### src/rtl/bus_arbiter_multi.sv
`default_nettype none
// ============================================================================
// Module   : bus_arbiter_multi
// Purpose  : Bootstrap and bus arbitration for the on-card 68SEC000.
//            After reset, the block waits BOOT_CYCLES clocks. It then probes
//            the host platform to decide whether DMA is allowed. When DMA is
//            allowed, it arbitrates NUM_REQ requesters for the CPU bus using
//            the full BR/BG/BGACK handshake:
//              - index 0 is the motherboard BR_n line;
//              - higher indices are on-card DMA engines.
//            A watchdog withdraws a grant that is never acknowledged.
// Ports    : C7M, RESET_n        - clock, async active-low reset
//            JP2, BOSS_n_IN,
//            BG_n_IN             - platform probe inputs
//            REQ_n / ACK_n       - per-requester request / BGACK (active-low)
//            AS_n, BG_CPU_n      - CPU bus status
//            BR_CPU_n,
//            BGACK_CPU_n         - handshake towards the CPU
//            GNT_n               - one-hot-low grants
//            BOSS_n_OUT/OE,
//            BR_n_OE, E_OE       - motherboard line drive controls
//            DMA_EN, OWNER,
//            TIMEOUT             - status
// Revision : 1.0  initial release
// ============================================================================
module bus_arbiter_multi #(
    parameter int NUM_REQ     = 2,
    parameter int BOOT_CYCLES = 4,
    parameter int ACK_TIMEOUT = 16,
    parameter int ROUND_ROBIN = 0
) (
    input  logic               C7M,
    input  logic               RESET_n,
    input  logic               JP2,
    input  logic               BOSS_n_IN,
    input  logic               BG_n_IN,
    input  logic [NUM_REQ-1:0] REQ_n,
    input  logic [NUM_REQ-1:0] ACK_n,
    input  logic               AS_n,
    input  logic               BG_CPU_n,
    output logic               BR_CPU_n,
    output logic               BGACK_CPU_n,
    output logic [NUM_REQ-1:0] GNT_n,
    output logic               BOSS_n_OUT,
    output logic               BOSS_n_OE,
    output logic               BR_n_OE,
    output logic               E_OE,
    output logic               DMA_EN,
    output logic [2:0]         OWNER,
    output logic               TIMEOUT
);

    typedef enum logic [2:0] {
        ST_BOOT_WAIT = 3'd0,
        ST_PROBE     = 3'd1,
        ST_DISABLED  = 3'd2,
        ST_IDLE      = 3'd3,
        ST_REQUEST   = 3'd4,
        ST_GRANT     = 3'd5,
        ST_OWNED     = 3'd6
    } state_t;

    localparam logic [7:0] c_boot_last = 8'(BOOT_CYCLES - 1);
    localparam logic [7:0] c_ack_last  = 8'(ACK_TIMEOUT - 1);
    localparam logic [2:0] c_last_idx  = 3'(NUM_REQ - 1);

    state_t             r_state;
    logic [7:0]         r_boot_cnt;
    logic [7:0]         r_wd_cnt;
    logic [2:0]         r_sel;
    logic [2:0]         r_rr;

    state_t             w_state;
    logic [7:0]         w_boot_cnt;
    logic [7:0]         w_wd_cnt;
    logic [2:0]         w_sel;
    logic [2:0]         w_rr;
    logic               w_br_cpu_n;
    logic               w_bgack_cpu_n;
    logic [NUM_REQ-1:0] w_gnt_n;
    logic               w_boss_n_out;
    logic               w_boss_n_oe;
    logic               w_br_n_oe;
    logic               w_e_oe;
    logic               w_dma_en;
    logic [2:0]         w_owner;
    logic               w_timeout;

    logic [2:0]         w_win;
    int                 w_best;
    int                 w_dist;
    logic [NUM_REQ-1:0] w_sel_mask;
    logic               w_sel_req;
    logic               w_sel_ack;
    logic [2:0]         w_sel_plus1;

    // The latched winner is turned into a one-hot mask, so that its request
    // and acknowledge can be picked out without a variable-width bit select.
    assign w_sel_mask  = NUM_REQ'(1) << r_sel;
    assign w_sel_req   = |(~REQ_n & w_sel_mask);
    assign w_sel_ack   = |(~ACK_n & w_sel_mask);
    assign w_sel_plus1 = (r_sel == c_last_idx) ? 3'd0 : r_sel + 3'd1;

    // Winner selection. Each asserted requester gets a distance:
    //   - fixed priority: its own index;
    //   - round-robin: its offset from the rotating pointer, modulo NUM_REQ.
    // The smallest distance wins.
    always_comb begin
        w_win  = 3'd0;
        w_best = NUM_REQ;
        w_dist = 0;
        for (int j = 0; j < NUM_REQ; j++) begin
            if (ROUND_ROBIN != 0) begin
                if (j >= int'(r_rr)) w_dist = j - int'(r_rr);
                else                 w_dist = j + NUM_REQ - int'(r_rr);
            end else begin
                w_dist = j;
            end
            if (!REQ_n[j] && (w_dist < w_best)) begin
                w_best = w_dist;
                w_win  = 3'(j);
            end
        end
    end

    // Next-state and next-output logic. Every output is registered, so each
    // next value defaults to its current value.
    always_comb begin
        w_state       = r_state;
        w_boot_cnt    = r_boot_cnt;
        w_wd_cnt      = r_wd_cnt;
        w_sel         = r_sel;
        w_rr          = r_rr;
        w_br_cpu_n    = BR_CPU_n;
        w_bgack_cpu_n = BGACK_CPU_n;
        w_gnt_n       = GNT_n;
        w_boss_n_out  = BOSS_n_OUT;
        w_boss_n_oe   = BOSS_n_OE;
        w_br_n_oe     = BR_n_OE;
        w_e_oe        = E_OE;
        w_dma_en      = DMA_EN;
        w_owner       = OWNER;
        w_timeout     = 1'b0;

        case (r_state)
            ST_BOOT_WAIT: begin
                if (r_boot_cnt == c_boot_last) w_state = ST_PROBE;
                else                           w_boot_cnt = r_boot_cnt + 8'd1;
            end

            ST_PROBE: begin
                // BG low without the E jumper means the socketed CPU has not
                // yet answered. Keep the card CPU parked and look again.
                if (!BG_n_IN && !JP2) begin
                    w_br_cpu_n = 1'b0;
                end else begin
                    w_br_cpu_n = 1'b1;
                    w_e_oe     = ~JP2;
                    if (BOSS_n_IN) begin
                        w_boss_n_out = 1'b0;
                        w_boss_n_oe  = 1'b1;
                        w_br_n_oe    = 1'b0;
                        w_dma_en     = 1'b1;
                        w_state      = ST_IDLE;
                    end else begin
                        w_br_n_oe = ~BG_n_IN;
                        w_dma_en  = BG_n_IN;
                        w_state   = BG_n_IN ? ST_IDLE : ST_DISABLED;
                    end
                end
            end

            ST_DISABLED: begin
                w_gnt_n = '1;
            end

            ST_IDLE: begin
                if (~&REQ_n) begin
                    w_sel      = w_win;
                    w_br_cpu_n = 1'b0;
                    w_state    = ST_REQUEST;
                end
            end

            ST_REQUEST: begin
                // A withdrawn request takes priority over a grant that
                // becomes possible in the same cycle.
                if (!w_sel_req) begin
                    w_br_cpu_n = 1'b1;
                    w_state    = ST_IDLE;
                end else if (!BG_CPU_n && AS_n && (&ACK_n)) begin
                    w_gnt_n  = ~w_sel_mask;
                    w_wd_cnt = 8'd0;
                    w_state  = ST_GRANT;
                end
            end

            ST_GRANT: begin
                if (w_sel_ack) begin
                    w_gnt_n       = '1;
                    w_bgack_cpu_n = 1'b0;
                    w_br_cpu_n    = 1'b1;
                    w_owner       = r_sel;
                    w_state       = ST_OWNED;
                    if (ROUND_ROBIN != 0) w_rr = w_sel_plus1;
                end else if (r_wd_cnt == c_ack_last) begin
                    w_gnt_n    = '1;
                    w_br_cpu_n = 1'b1;
                    w_timeout  = 1'b1;
                    w_state    = ST_IDLE;
                    if (ROUND_ROBIN != 0) w_rr = w_sel_plus1;
                end else begin
                    w_wd_cnt = r_wd_cnt + 8'd1;
                end
            end

            ST_OWNED: begin
                if (!w_sel_ack) begin
                    w_bgack_cpu_n = 1'b1;
                    w_rr          = w_sel_plus1;
                    w_state       = ST_IDLE;
                end
            end

            default: begin
                w_state = ST_BOOT_WAIT;
            end
        endcase
    end

    always_ff @(posedge C7M or negedge RESET_n) begin
        if (!RESET_n) begin
            r_state     <= ST_BOOT_WAIT;
            r_boot_cnt  <= 8'd0;
            r_wd_cnt    <= 8'd0;
            r_sel       <= 3'd0;
            r_rr        <= 3'd0;
            BR_CPU_n    <= 1'b0;
            BGACK_CPU_n <= 1'b1;
            GNT_n       <= '1;
            BOSS_n_OUT  <= 1'b1;
            BOSS_n_OE   <= 1'b0;
            BR_n_OE     <= 1'b1;
            E_OE        <= 1'b0;
            DMA_EN      <= 1'b0;
            OWNER       <= 3'd0;
            TIMEOUT     <= 1'b0;
        end else begin
            r_state     <= w_state;
            r_boot_cnt  <= w_boot_cnt;
            r_wd_cnt    <= w_wd_cnt;
            r_sel       <= w_sel;
            r_rr        <= w_rr;
            BR_CPU_n    <= w_br_cpu_n;
            BGACK_CPU_n <= w_bgack_cpu_n;
            GNT_n       <= w_gnt_n;
            BOSS_n_OUT  <= w_boss_n_out;
            BOSS_n_OE   <= w_boss_n_oe;
            BR_n_OE     <= w_br_n_oe;
            E_OE        <= w_e_oe;
            DMA_EN      <= w_dma_en;
            OWNER       <= w_owner;
            TIMEOUT     <= w_timeout;
        end
    end

endmodule
`default_nettype wire

### config.mk
export PLATFORM = sky130hd
export DESIGN_NAME = bus_arbiter_multi
export DESIGN_NICKNAME = d
export VERILOG_FILES = /design/src/rtl/bus_arbiter_multi.sv
export SDC_FILE = /design/constraint.sdc
export NUM_CORES = 1
export LEC_CHECK = 0
export ABC_AREA = 1
export BUFFER_PORTS_ARGS = -buffer_cell sky130_fd_sc_hd__buf_2
export CAP_MARGIN = 20
export CORE_ASPECT_RATIO = 1.4
export CORE_UTILIZATION = 51
export CTS_CLUSTER_DIAMETER = 120
export CTS_CLUSTER_SIZE = 30
export DETAILED_ROUTE_END_ITERATION = 8
export HOLD_SLACK_MARGIN = 0.02
export PLACE_DENSITY = 0.8
export SETUP_SLACK_MARGIN = 0.05
export SLEW_MARGIN = 20
export SYNTH_ARGS = -nofsm -noshare
export SYNTH_HDL_FRONTEND = slang
export SYNTH_SLANG_ARGS = --single-unit
### constraint.sdc
create_clock -name C7M -period 1.25 [get_ports C7M]
set_input_delay 0 -clock C7M [delete_from_list [all_inputs] [get_ports C7M]]
set_output_delay 0 -clock C7M [all_outputs]
set_load 0.02 [all_outputs]
; Word level (Yosys, flattened, before mapping)
; Cells that the tools add are included.
[classes]
add_sub_neg = 2
order_cmp = 1
eq_ne = 20
n_shift = 1
n_mux = 37
bitwise = 11
n_reduce_logical = 27
[op_table]
columns = op, n
row1 = $mux W8, 4
row2 = $mux W3, 8
row3 = $pmux W3 S7, 1
row4 = $ne A2 B2 Y1 const B, 10
row5 = $add A8 B1 Y8 const B, 2
row6 = $pmux W8 S2, 1
row7 = $mux W1, 15
row8 = $reduce_and A2 Y1, 6
row9 = $mux W2, 5
row10 = $eq A3 B3 Y1 const B, 3
row11 = $eq A8 B2 Y1 const B, 1
row12 = $eq A8 B4 Y1 const B, 1
row13 = $reduce_and A4 Y1, 2
row14 = $reduce_and A7 Y1, 1
row15 = $eq A3 B2 Y1 const B, 2
row16 = $ne A3 B3 Y1 const B, 2
row17 = $not A1 Y1, 6
row18 = $not A2 Y2, 3
row19 = $pmux W2 S3, 1
row20 = $reduce_and A3 Y1, 2
row21 = $reduce_and A5 Y1, 1
row22 = $and A2 B2 Y2, 2
row23 = $logic_and A1 B1 Y1, 4
row24 = $logic_not A1 Y1, 4
row25 = other kinds (10), 12
[totals]
ff_bits = 35
inputBits = 11
output_inout_bits = 13
wordCells = 113

; Depth between registers and ports, before layout
; Gate-level depths: netlist of the first run.
[logic_depth]
depth_word = 6
mapped_depth = 10
depth_no_buf = 9

; Worst setup path before layout of the first run
; No wires, ideal clock.
[synth_path]
kind = reg-to-reg
from = reg r_wd_cnt[0]
to = reg r_state[0]
setup_time_ps = 65
t_arrival_ps = 1258
required_time_ps = 1185
setup_slack_ps = -74
stages_incl_launch_ff = 10
path_buffers = 0
period_less_slack_ps = 1324
path_cell_list = dfrtp_1 ha_1 nand3_1 inv_1 nand3_1 nand2_2 nand2_1 nor2_1 nand3_1 nand2_1
[synth_via]
elab_chain_len = 3
[synth_rtl]
columns = element, line
row1 = from (decl), 69  ; logic [7:0] r_wd_cnt;
row2 = from (signal assigned), 251  ; r_wd_cnt <= w_wd_cnt;
row3 = $eq A8 B4 Y1, 206  ; end else if (r_wd_cnt == c_ack_last) begin
row4 = $ne A3 B3 Y1 (no line), -
row5 = $reduce_and A7 Y1 (no line), -
row6 = to (signal assigned), 249  ; r_state <= w_state;
row7 = to (decl), 67  ; state_t r_state;
; No other way between the ends.
; A chain may end at the register's enable or synchronous reset.

; Worst setup path in the final report of the first run
[layout_path]
from = reg r_state[2]
to = reg GNT_n[0]
[layout_via]
elab_chain_len = 3
word_cells_on_any_way = 9
cone_classes = eq/ne (6) / mux (1) / reduce/logical (2)
[layout_rtl]
columns = element, line
row1 = $eq A3 B3 Y1 or $eq A3 B2 Y1 (tied branches), 145  ; case (r_state)
row2 = "$ne A3 B3 Y1 (no line), or another cell as far along", -
row3 = $reduce_and A4 Y1 (no line), -
row4 = to (signal assigned), 256  ; GNT_n <= w_gnt_n;
row5 = to (decl), 43  ; output logic [NUM_REQ-1:0] GNT_n,
; Parallel ways exist; a longest one is shown, timed or not.

==> results of run 1 <==
==> worst max-delay path, delay by kind of cell (launching register included) <==
| kind | cells | cell delay, ns |
|---|---|---|
| flip-flops | 1 | 0.50 |
| buffers and inverters | 2 | 0.30 |
| AND/OR/NAND/NOR | 6 | 0.74 |
==> worst max path at each step <==
stage                  start          to  slack [ns]  depth (start not counted)
2_1_floorplan    r_wd_cnt[0]  r_state[1]       -0.05                          9
3_3_place_gp      r_state[2]  r_state[0]       -0.17                          9
3_5_place_dp      r_state[2]  r_state[2]       -0.21                          8
4_1_cts        r_boot_cnt[7]  r_state[2]        -0.1                          7
5_1_grt           r_state[2]    GNT_n[0]       -0.38                          8
6_report          r_state[2]    GNT_n[0]       -0.38                          8
==> layout by cell type (no fill, tap or decap), types with 7 or more instances in the layout <==
cell,n
buf_6,8
nand3_1,11
inv_1,20
buf_4,49
nand3_2,7
nor2_4,15
nand2_2,24
buf_2,21
nand4_1,7
dfrtp_1,22
nand2_1,55
nand2_4,8
nor2_2,9
==> cells by family (layout without fill, tap and decap cells) <==
kind of cell               count (synthesis)  in the layout  share of synthesized area
and+or+nand+nor                          151            152                      0.364
buffers and inverters                     32            120                     0.0749
DFF                                       31             31                      0.430
AOI/OAI and AO/OA                         24             24                     0.0866
xor gates and xnor gates                   6              6                     0.0289
adders and majority gates                  2              2                     0.0137
other                                      1              2                    0.00206
==> power breakdown <==
group / total (mW) / switching (mW) / internal, mW
combinational: 3.12 / 1.88 / 1.24
sequential: 1.60 / 0.309 / 1.29
clock: 1.05 / 0.460 / 0.594
total: 5.77 / 2.65 / 3.12
==> routing by layer <==
metal | track usage | up-vias
met3 | 0.0833 | 115
met1 | 0.424 | 1133
met4 | 0.298 | 0
met2 | 0.647 | 298
met5 | 0 | -
li1 | - | 966
==> metrics by stage <==
step           utilization  hold slack [ns]  worst slack, ns
4_1_cts              0.810           0.0568          -0.0974
3_5_place_dp         0.678          -0.0582           -0.208
3_3_place_gp         0.678          -0.0653           -0.170
6_report             0.893            0.116           -0.380
5_1_grt              0.893            0.111           -0.382
2_1_floorplan            -           -0.296          -0.0484
==> cell type report <==
class | instances | share of cell area
clock buffer | 5 | 0.0228
inverter | 28 | 0.0390
sequential | 31 | 0.261
clock inverter | 3 | 0.0145
timing repair buffer | 84 | 0.213
multi-input combinational | 186 | 0.433
tap | 40 | 0.0166
==> sequential cells by signal, summed over array words and instances, names as in the netlist, 2 cells and up <==
signal and cells:
GNT_n 2, r_state 3, r_wd_cnt 8, r_boot_cnt 8
==> timing repair <==
action	4_1_cts	5_1_grt
pin swaps	21	21
setup buffers	6	12
setup endpoints to repair	28	31
hold buffers	4	0
resized for setup	66	58
hold endpoints to repair	31	0
gates cloned	1	0
==> results.md, run 1 <==
* Outcome: finished, violations left
* Violated checks: setup timing
* Mapped Cells at 247
* Final Setup Violations at 30
* Final TNS setup at -6.15 ns
* CTS Root Cell: clkbuf_8
* Routed length per placed instance at around 25 microns
* Netlist cell types at 28
* Buffers on Ports at 21
* Boundary pin count at 24
* Worst-case clock buffer depth at 2
* Hold Path Stages at 3
* Overflow after GRT at 0
* Async S/R FF share, synth at 1.00
* Setup WS post-layout at -0.380 ns
* Nets at roughly 350
* Yosys warns at 0
* Vias/cell at 6.66
* CP peak stage delay at 0.50 ns
* Initial Util at 0.539
* Top cells by count, synth: nand2_1 (86), nor2_1 (27), dfrtp_1 (26)
* Skew final at between 0.01 and 0.015 ns
* Count of flip-flops with a built-in enable after synthesis at 0
* Row count at 25
* Post-synthesis sequential area ratio at 0.430
* Unrepaired setup endpoints after global routing: yes
* FILL cells at about 130
* Synth Register Bits at 31
* Crit. End Element: flop
* Met3 routed WL at roughly 1100 microns
* Total power draw at around 5.8 mW
* Die Ht at ~73 microns
* Routed Wire Length at roughly 9400 microns
* First-pass GRT wire length at 10700 microns
* Multi-input logic area at approximately 1300 sq um
* Data required time of the worst path at 1.48 ns
* Largest net degree at the start of global routing at 18
* Hpwl dp at about 3200 microns
* Gr usage total at 0.392
* Final Hold Vio Count at 0
* VDD IR-drop max at about 1.7 mV
* Max-slew violations at 0
* Vias in the first global route at roughly 2300
* DRC viols at 0
* Reg2reg end: GNT_n[0]
* FF/Latch Area at about 800 sq um
* Post-Syn Area at between 1500 and 2000 sq um
* Reg2reg path depth at 8
* DR pass1 iterations at 5
* Crit-path slowest cell: dfrtp_2
* Worst Hold Path EP: r_sel[0]
* ANT nets after route at 0
* Mean area per synthesized cell at approximately 7.4 sq um
* Area Overhead vs Synth at 65.8%
* Non-filler cells, final at roughly 380
* Final Instance Area at approximately 3000 sq um
* Most frequent cell after synthesis: nand2_1
* Layout cell share with drive strength beyond 1 at 0.570
* Post-synth top area cell: dfrtp_1
* Core area at approximately 3400 sq um
* Worst Tran Pin Value at slightly below 1 ns
* WP data arrival at between 1.5 and 2 ns
* Reg2reg start: r_state[2]
* Crit Path Category: flop to flop
* Beginning of the worst hold path: REQ_n[0]
* PwrDens at 1910 nW/um^2
* DP Cell Count at roughly 350
* Achievable frequency at 614 MHz
* Htree depth at 2
* CTS tree: yes
* DR iter-0 viols at 291
* Worst-path fanout max at 6
* ANT cells at 0
* Top cell type's share of synthesized area at 0.357
* Hold crit path type: input port to flop
* Critical Path, Cell by Cell: buf_6 -> nand3_4 -> nor2_2 -> nand2_2 -> buf_6 -> nand3_2 -> nand2_1 -> nand2_1
* Max_slew headroom at 0.342
* Placement Cell Area at 2290 sq um
* Final Cycle Share at 1.30
* CTS Buf Count at 5
* Die footprint at around 3800 sq um
* Clock latency at the later pin of the worst-skew pair at roughly 0.31 ns
* Max-cap violations at 0
* Main synth FF type: dfrtp_1
* Top sig layer: met4
* Met1 wire length at 2990 microns
* Period minus WS final at roughly 1.6 ns
* RePlAce Congestion at between 0.9 and 1
* Lkg Pwr at roughly 1.5 nW
* Routed via count at 2512
* Initial antenna violation count at 0
* Clock sinks at 31
* Setup slack, reg-to-reg at -0.38 ns
* Worst-path clk slew at about 0.08 ns
* Synth area leaders: dfrtp_1 (36%), nand2_1 (18%), dfstp_2 (7.2%)
* CP startpoint kind: flop
* WL met2 at 4320 microns
* Chip Width at 52.5 microns
No activity file was read; power rests on OpenSTA's default activity.
==> run 2, diff against run 1 <==
Settings changed: ABC_AREA 1 to default, CELL_PAD_IN_SITES_DETAIL_PLACEMENT from default to 1, CELL_PAD_IN_SITES_GLOBAL_PLACEMENT from default to 1, CORE_UTILIZATION 51 to 40.
==> results.md, run 2 <==
* Final Hold Vio Count at 0
* Worst-path fanout max at 4
* Max_slew headroom at 0.617
* Layout cell share with drive strength beyond 1 at 0.580
* Minimum hold slack at roughly 0.041 ns
* Total power draw at between 6 and 7 mW
* Vias in the first global route at approximately 1900
* DRC viols at 2
* Initial Util at 0.427
* Violated checks: DRC, setup timing
* Post-synth top area cell: dfrtp_1
* Core area at 4050 sq um
* Final Setup Violations at 28
* Data required time of the worst path at ~1.4 ns
* Overflow after GRT at 0
* ANT nets after route at 0
* Initial antenna violation count at 0
* Setup WS post-layout at -0.427 ns
* Netlist cell types at 52
* Synth area leaders: dfrtp_1 (38%), dfstp_2 (7.6%), nand2_1 (3.3%)
* Buffers on Ports at 21
* RePlAce Congestion at between 0.8 and 0.9
* Nets at roughly 270
* Top cells by count, synth: dfrtp_1 (26), nand2_1 (15), nand3_1 (11)
* Unrepaired setup endpoints after global routing: yes
* CTS Root Cell: clkbuf_8
* Final Instance Area at 2760 sq um
* CP startpoint kind: flop
* Worst Tran Pin Value at about 0.57 ns
* Most common cell after layout, fill and taps aside: buf_4
* VDD IR-drop max at approximately 1.4 mV
* Biggest regs: r_boot_cnt x8, r_wd_cnt x8, r_state x3
* Count of flip-flops with a built-in enable after synthesis at 0
* Area Overhead vs Synth at 59.2%
* Hpwl dp at ~4100 microns
* Crit Path Category: flop to flop
* First-pass GRT wire length at between 9000 and 10000 microns
* Largest net degree at the start of global routing at 32
* Mean area per synthesized cell at 10.1 sq um
* Worst-case clock buffer depth at 2
* Max-slew violations at 0
* Commonest non-fill, non-tap cells in the layout: buf_4 (49), dfrtp_1 (21), buf_2 (21)
* Reg2reg start: r_wd_cnt[7]
* Crit. End Element: flop
* CTS Buf Count at 5
* Max-cap violations at 0
* Routed Wire Length at approximately 7300 microns
* CP peak stage delay at 0.41 ns
* Post-Syn Area at between 1500 and 2000 sq um
* Gr usage total at 0.283
* Synth Register Bits at 31
* FF/Latch Area at between 700 and 800 sq um
* Crit-path slowest cell: or3_4
* DR iter-0 viols at about 100
* Final Cycle Share at 1.34
* Placement Cell Area at 2260 sq um
* Clock latency at the later pin of the worst-skew pair at 0.30 ns
* Setup WS pre-CTS at -0.434 ns
* Hold crit path type: input port to flop
* PwrDens at between 2000 and 2500 nW/um^2
* Worst-path clk slew at approximately 0.07 ns
* Async S/R FF share, synth at 1.00
* Post-synthesis sequential area ratio at 0.452
* Mapped Cells at between 150 and 200
* Outcome: finished, violations left
* Htree depth at 2
* Main synth FF type: dfrtp_1
* Skew final at approximately 0.011 ns
* Routed via count at between 1500 and 2000
* Routed length per placed instance at between 20 and 25 microns
* DR pass1 iterations at 6
* Die Ht at ~80 microns
* Multi-input logic area at between 1000 and 1500 sq um
* Yosys warns at 0
* CTS tree: yes
* Beginning of the worst hold path: BOSS_n_IN
* Row count at 27
* Lkg Pwr at approximately 1.2 nW
* FILL cells at around 430
* Die footprint at approximately 4600 sq um
* Top Family by Delay on Critical Path: compound AO/OA/AOI/OAI gates
* ANT cells at 0
* Critical Path Start: r_wd_cnt[7]
* Period minus WS final at roughly 1.7 ns
* Top cell type's share of synthesized area at 0.376
* Worst Path Buf+Inv at 2
* Achievable frequency at between 500 and 600 MHz
* Clock sinks at 31
* WP data arrival at 1.87 ns
* Critical Path, Cell by Cell: or3_4 -> o311ai_4 -> buf_4 -> buf_4 -> a21oi_2 -> a21o_1
* Top cell by count, worst path: buf_4
* Vias/cell at ~6
* Most frequent cell after synthesis: dfrtp_1
* Boundary pin count at 24
* Chip Width at just under 60 microns
run 2: repair_timing:
| item | in CTS | in global routing |
|---|---|---|
| buffers inserted | 3 | 10 |
| pin swaps | 2 | 19 |
| endpoints found under the hold margin | 34 | 0 |
| hold buffers | 4 | 0 |
| setup endpoints to repair | 31 | 31 |
| gates resized for setup | 3 | 59 |
run 2: cell type report:
class,count,share of cell area
multi-input combinational,125,0.404
sequential,31,0.286
timing repair buffer,88,0.246
clock buffer,8,0.0363
tap,43,0.0195
inverter,5,0.00817
run 2: power by group:
part           leakage, nW  internal, mW  total (mW)  switching (mW)
clock network       0.0515         0.503       0.910           0.408
registers            0.368          1.37        1.78           0.412
logic                0.809          1.94        3.87            1.93
run 2: per-stage QoR:
step            util  std cells  setup TNS [ns]
2_1_floorplan      -        172           -4.10
3_3_place_gp   0.558        275           -6.80
3_5_place_dp   0.558        275           -9.00
4_1_cts        0.601        290           -9.35
5_1_grt        0.680        300           -9.70
6_report       0.680        300           -8.59
run 2: worst paths after layout:
kind / depth (start not counted) / endpoint / slack (ns)
worst min-delay path: 3 / DMA_EN / 0.04
max in group asynchronous: 3 / GNT_n[0] / 0.80
worst min register to register: 1 / BOSS_n_OE / 0.50
worst max register to register: 6 / r_wd_cnt[7] / -0.43
min in group asynchronous: 3 / r_state[1] / 0.20
worst max-delay path: 6 / r_wd_cnt[7] / -0.43
run 2: worst min-delay path: cells and delay by family:
| family | cells | cell delay, ns |
|---|---|---|
| simple gates | 1 | 0.07 |
| compound gates | 1 | 0.13 |
| buf+inv | 1 | 0.09 |
run 2: kinds of logic after synthesis:
family,synth area share
compound gates,0.195
xor+xnor,0.0354
fa+ha+maj,0.0144
buf+inv,0.0520
flops,0.452
mux,0.0506
other cells,0.00217
simple gates,0.199
run 2: metal layers:
layer / wire length (microns) / GRT usage / share of wire / up-vias
met1: 2510 / 0.283 / 0.35 / 930
met2: 4120 / 0.533 / 0.57 / 55
li1: - / - / - / 793
met4: 263 / 0.134 / 0.036 / 0
met5: 0 / 0 / 0 / -
met3: 369 / 0.0713 / 0.051 / 24
==> run 3, diff against run 2 <==
Settings changed: HOLD_SLACK_MARGIN 0.02 to 0.08.
==> results.md, run 3 (synthesized netlist as in run 2, its figures left out) <==
* Outcome: finished, violations left
* Violated checks: DRC, setup timing
* Crit. End Element: flop
* Die footprint at approximately 4600 sq um
* Die Ht at ~80 microns
* Worst-case clock buffer depth at 2
* Period minus WS final at around 1.7 ns
* DRC viols at 2
* Max-slew violations at 0
* ANT nets after route at 0
* CTS Buf Count at 5
* Biggest regs: r_boot_cnt x8, r_wd_cnt x8, r_state x3
* Buffers on Ports at 21
* Setup WS post-layout at -0.439 ns
* Post-layout util at 0.677
* Clock latency at the later pin of the worst-skew pair at roughly 0.28 ns
* Reg2reg end: BR_CPU_n
* Worst-path fanout max at 2
* Boundary pin count at 24
* Unrepaired setup endpoints after global routing: yes
* CP startpoint kind: flop
* DR pass1 iterations at 6
* Data required time of the worst path at between 1 and 1.5 ns
* Total power draw at 6.41 mW
* ANT cells at 0
* Routed Wire Length at 7240 microns
* Reg2reg path depth at 6
* Hold Path Stages at 4
* Worst-path clk slew at around 0.07 ns
* PwrDens at roughly 2300 nW/um^2
* Final Hold Vio Count at 0
* Initial antenna violation count at 0
* Chip Width at about 58 microns
* Clock sinks at 31
* Most common cell after layout, fill and taps aside: buf_4
* Setup slack, reg-to-reg at -0.44 ns
* VDD IR-drop max at around 1.2 mV
* Vias in the first global route at approximately 1900
* Reg2reg start: r_wd_cnt[6]
* Routed via count at between 1500 and 2000
* RePlAce Congestion at between 0.8 and 0.9
* Final Cycle Share at 1.35
* Nets at about 270
* Area Overhead vs Synth at 58.4%
* Achievable frequency at around 590 MHz
* Initial Util at 0.427
* Routed length per placed instance at around 24 microns
* Lkg Pwr at ~1.2 nW
* Max-cap violations at 0
* Layout cell share with drive strength beyond 1 at 0.573
* Overflow after GRT at 0
* Beginning of the worst hold path: ACK_n[1]
* Commonest non-fill, non-tap cells in the layout: buf_4 (48), dfrtp_1 (21), buf_2 (21)
* Row count at 27
* Worst Hold Path EP: OWNER[0]
* Hpwl dp at 4050 microns
* WP data arrival at approximately 1.9 ns
* CTS tree: yes
* Final TNS setup at -8.51 ns
* Skew final at about 0.009 ns
* CTS Root Cell: clkbuf_8
* Final Setup Violations at 30
* Largest net degree at the start of global routing at 32
* Gr usage total at 0.284
* Core area at around 4100 sq um
* Vias/cell at between 6 and 7
* DR iter-0 viols at approximately 140
* Crit Path Category: flop to flop
* First-pass GRT wire length at between 9000 and 10000 microns
* Htree depth at 2
* Hold crit path type: input port to flop
[run 3: timing repair]
| action | 4_1_cts | 5_1_grt |
|---|---|---|
| pin swaps | 2 | 19 |
| gates resized for setup | 3 | 55 |
| buffers inserted | 3 | 6 |
| hold buffers | 6 | 0 |
| hold endpoints to repair | 37 | 0 |
| endpoints found under the setup margin | 31 | 31 |
[run 3: power by group]
part	leakage, nW	internal, mW	switching (mW)
Clock	0.0515	0.503	0.384
Combinational	0.799	1.83	1.92
Sequential	0.368	1.37	0.410
[run 3: critical path, cell delays in order (launching register included)]
cell      delay [ns]
dfrtp_1         0.40
or3_4           0.40
o311ai_4        0.26
buf_4           0.18
buf_6           0.12
nand3_4         0.06
a21o_1          0.16
[run 3: cell type report]
| type | instances | area [sq um] |
|---|---|---|
| multi-input combinational | 125 | 1120 |
| inverter | 5 | 22.5 |
| timing repair buffer | 86 | 658 |
| clock buffer | 8 | 100 |
| tap | 43 | 53.8 |
| sequential | 31 | 788 |
| fill | 424 | 1310 |
[run 3: metrics by stage]
stage | hold slack (ns) | cells | cell area, sq um | worst slack [ns]
finish | 0.0932 | 298 | 2740 | -0.439
global route | 0.118 | 298 | 2740 | -0.477
floorplan | -0.296 | 172 | 1810 | -0.254
global placement | -0.0339 | 275 | 2260 | -0.331
CTS | 0.0910 | 292 | 2450 | -0.441
detailed placement | -0.0307 | 275 | 2260 | -0.434
[run 3: worst max-delay path by stage]
stage	startpoint	endpoint	slack (ns)	cells past startpoint
finish	r_wd_cnt[6]	BR_CPU_n	-0.44	6
global route	r_wd_cnt[7]	BR_CPU_n	-0.48	6
CTS	r_wd_cnt[7]	BR_CPU_n	-0.44	5
detailed placement	r_wd_cnt[7]	GNT_n[0]	-0.43	5
global placement	r_wd_cnt[7]	GNT_n[0]	-0.33	5
floorplan	r_wd_cnt[7]	r_state[2]	-0.25	5
[run 3: layer usage]
layer | track usage | vias up | wire (microns) | share of wire
met5 | 0 | - | 0 | 0
met4 | 0.134 | 0 | 154 | 0.021
met3 | 0.0697 | 16 | 242 | 0.033
met2 | 0.528 | 46 | 4160 | 0.57
met1 | 0.290 | 944 | 2680 | 0.37
li1 | - | 790 | - | -
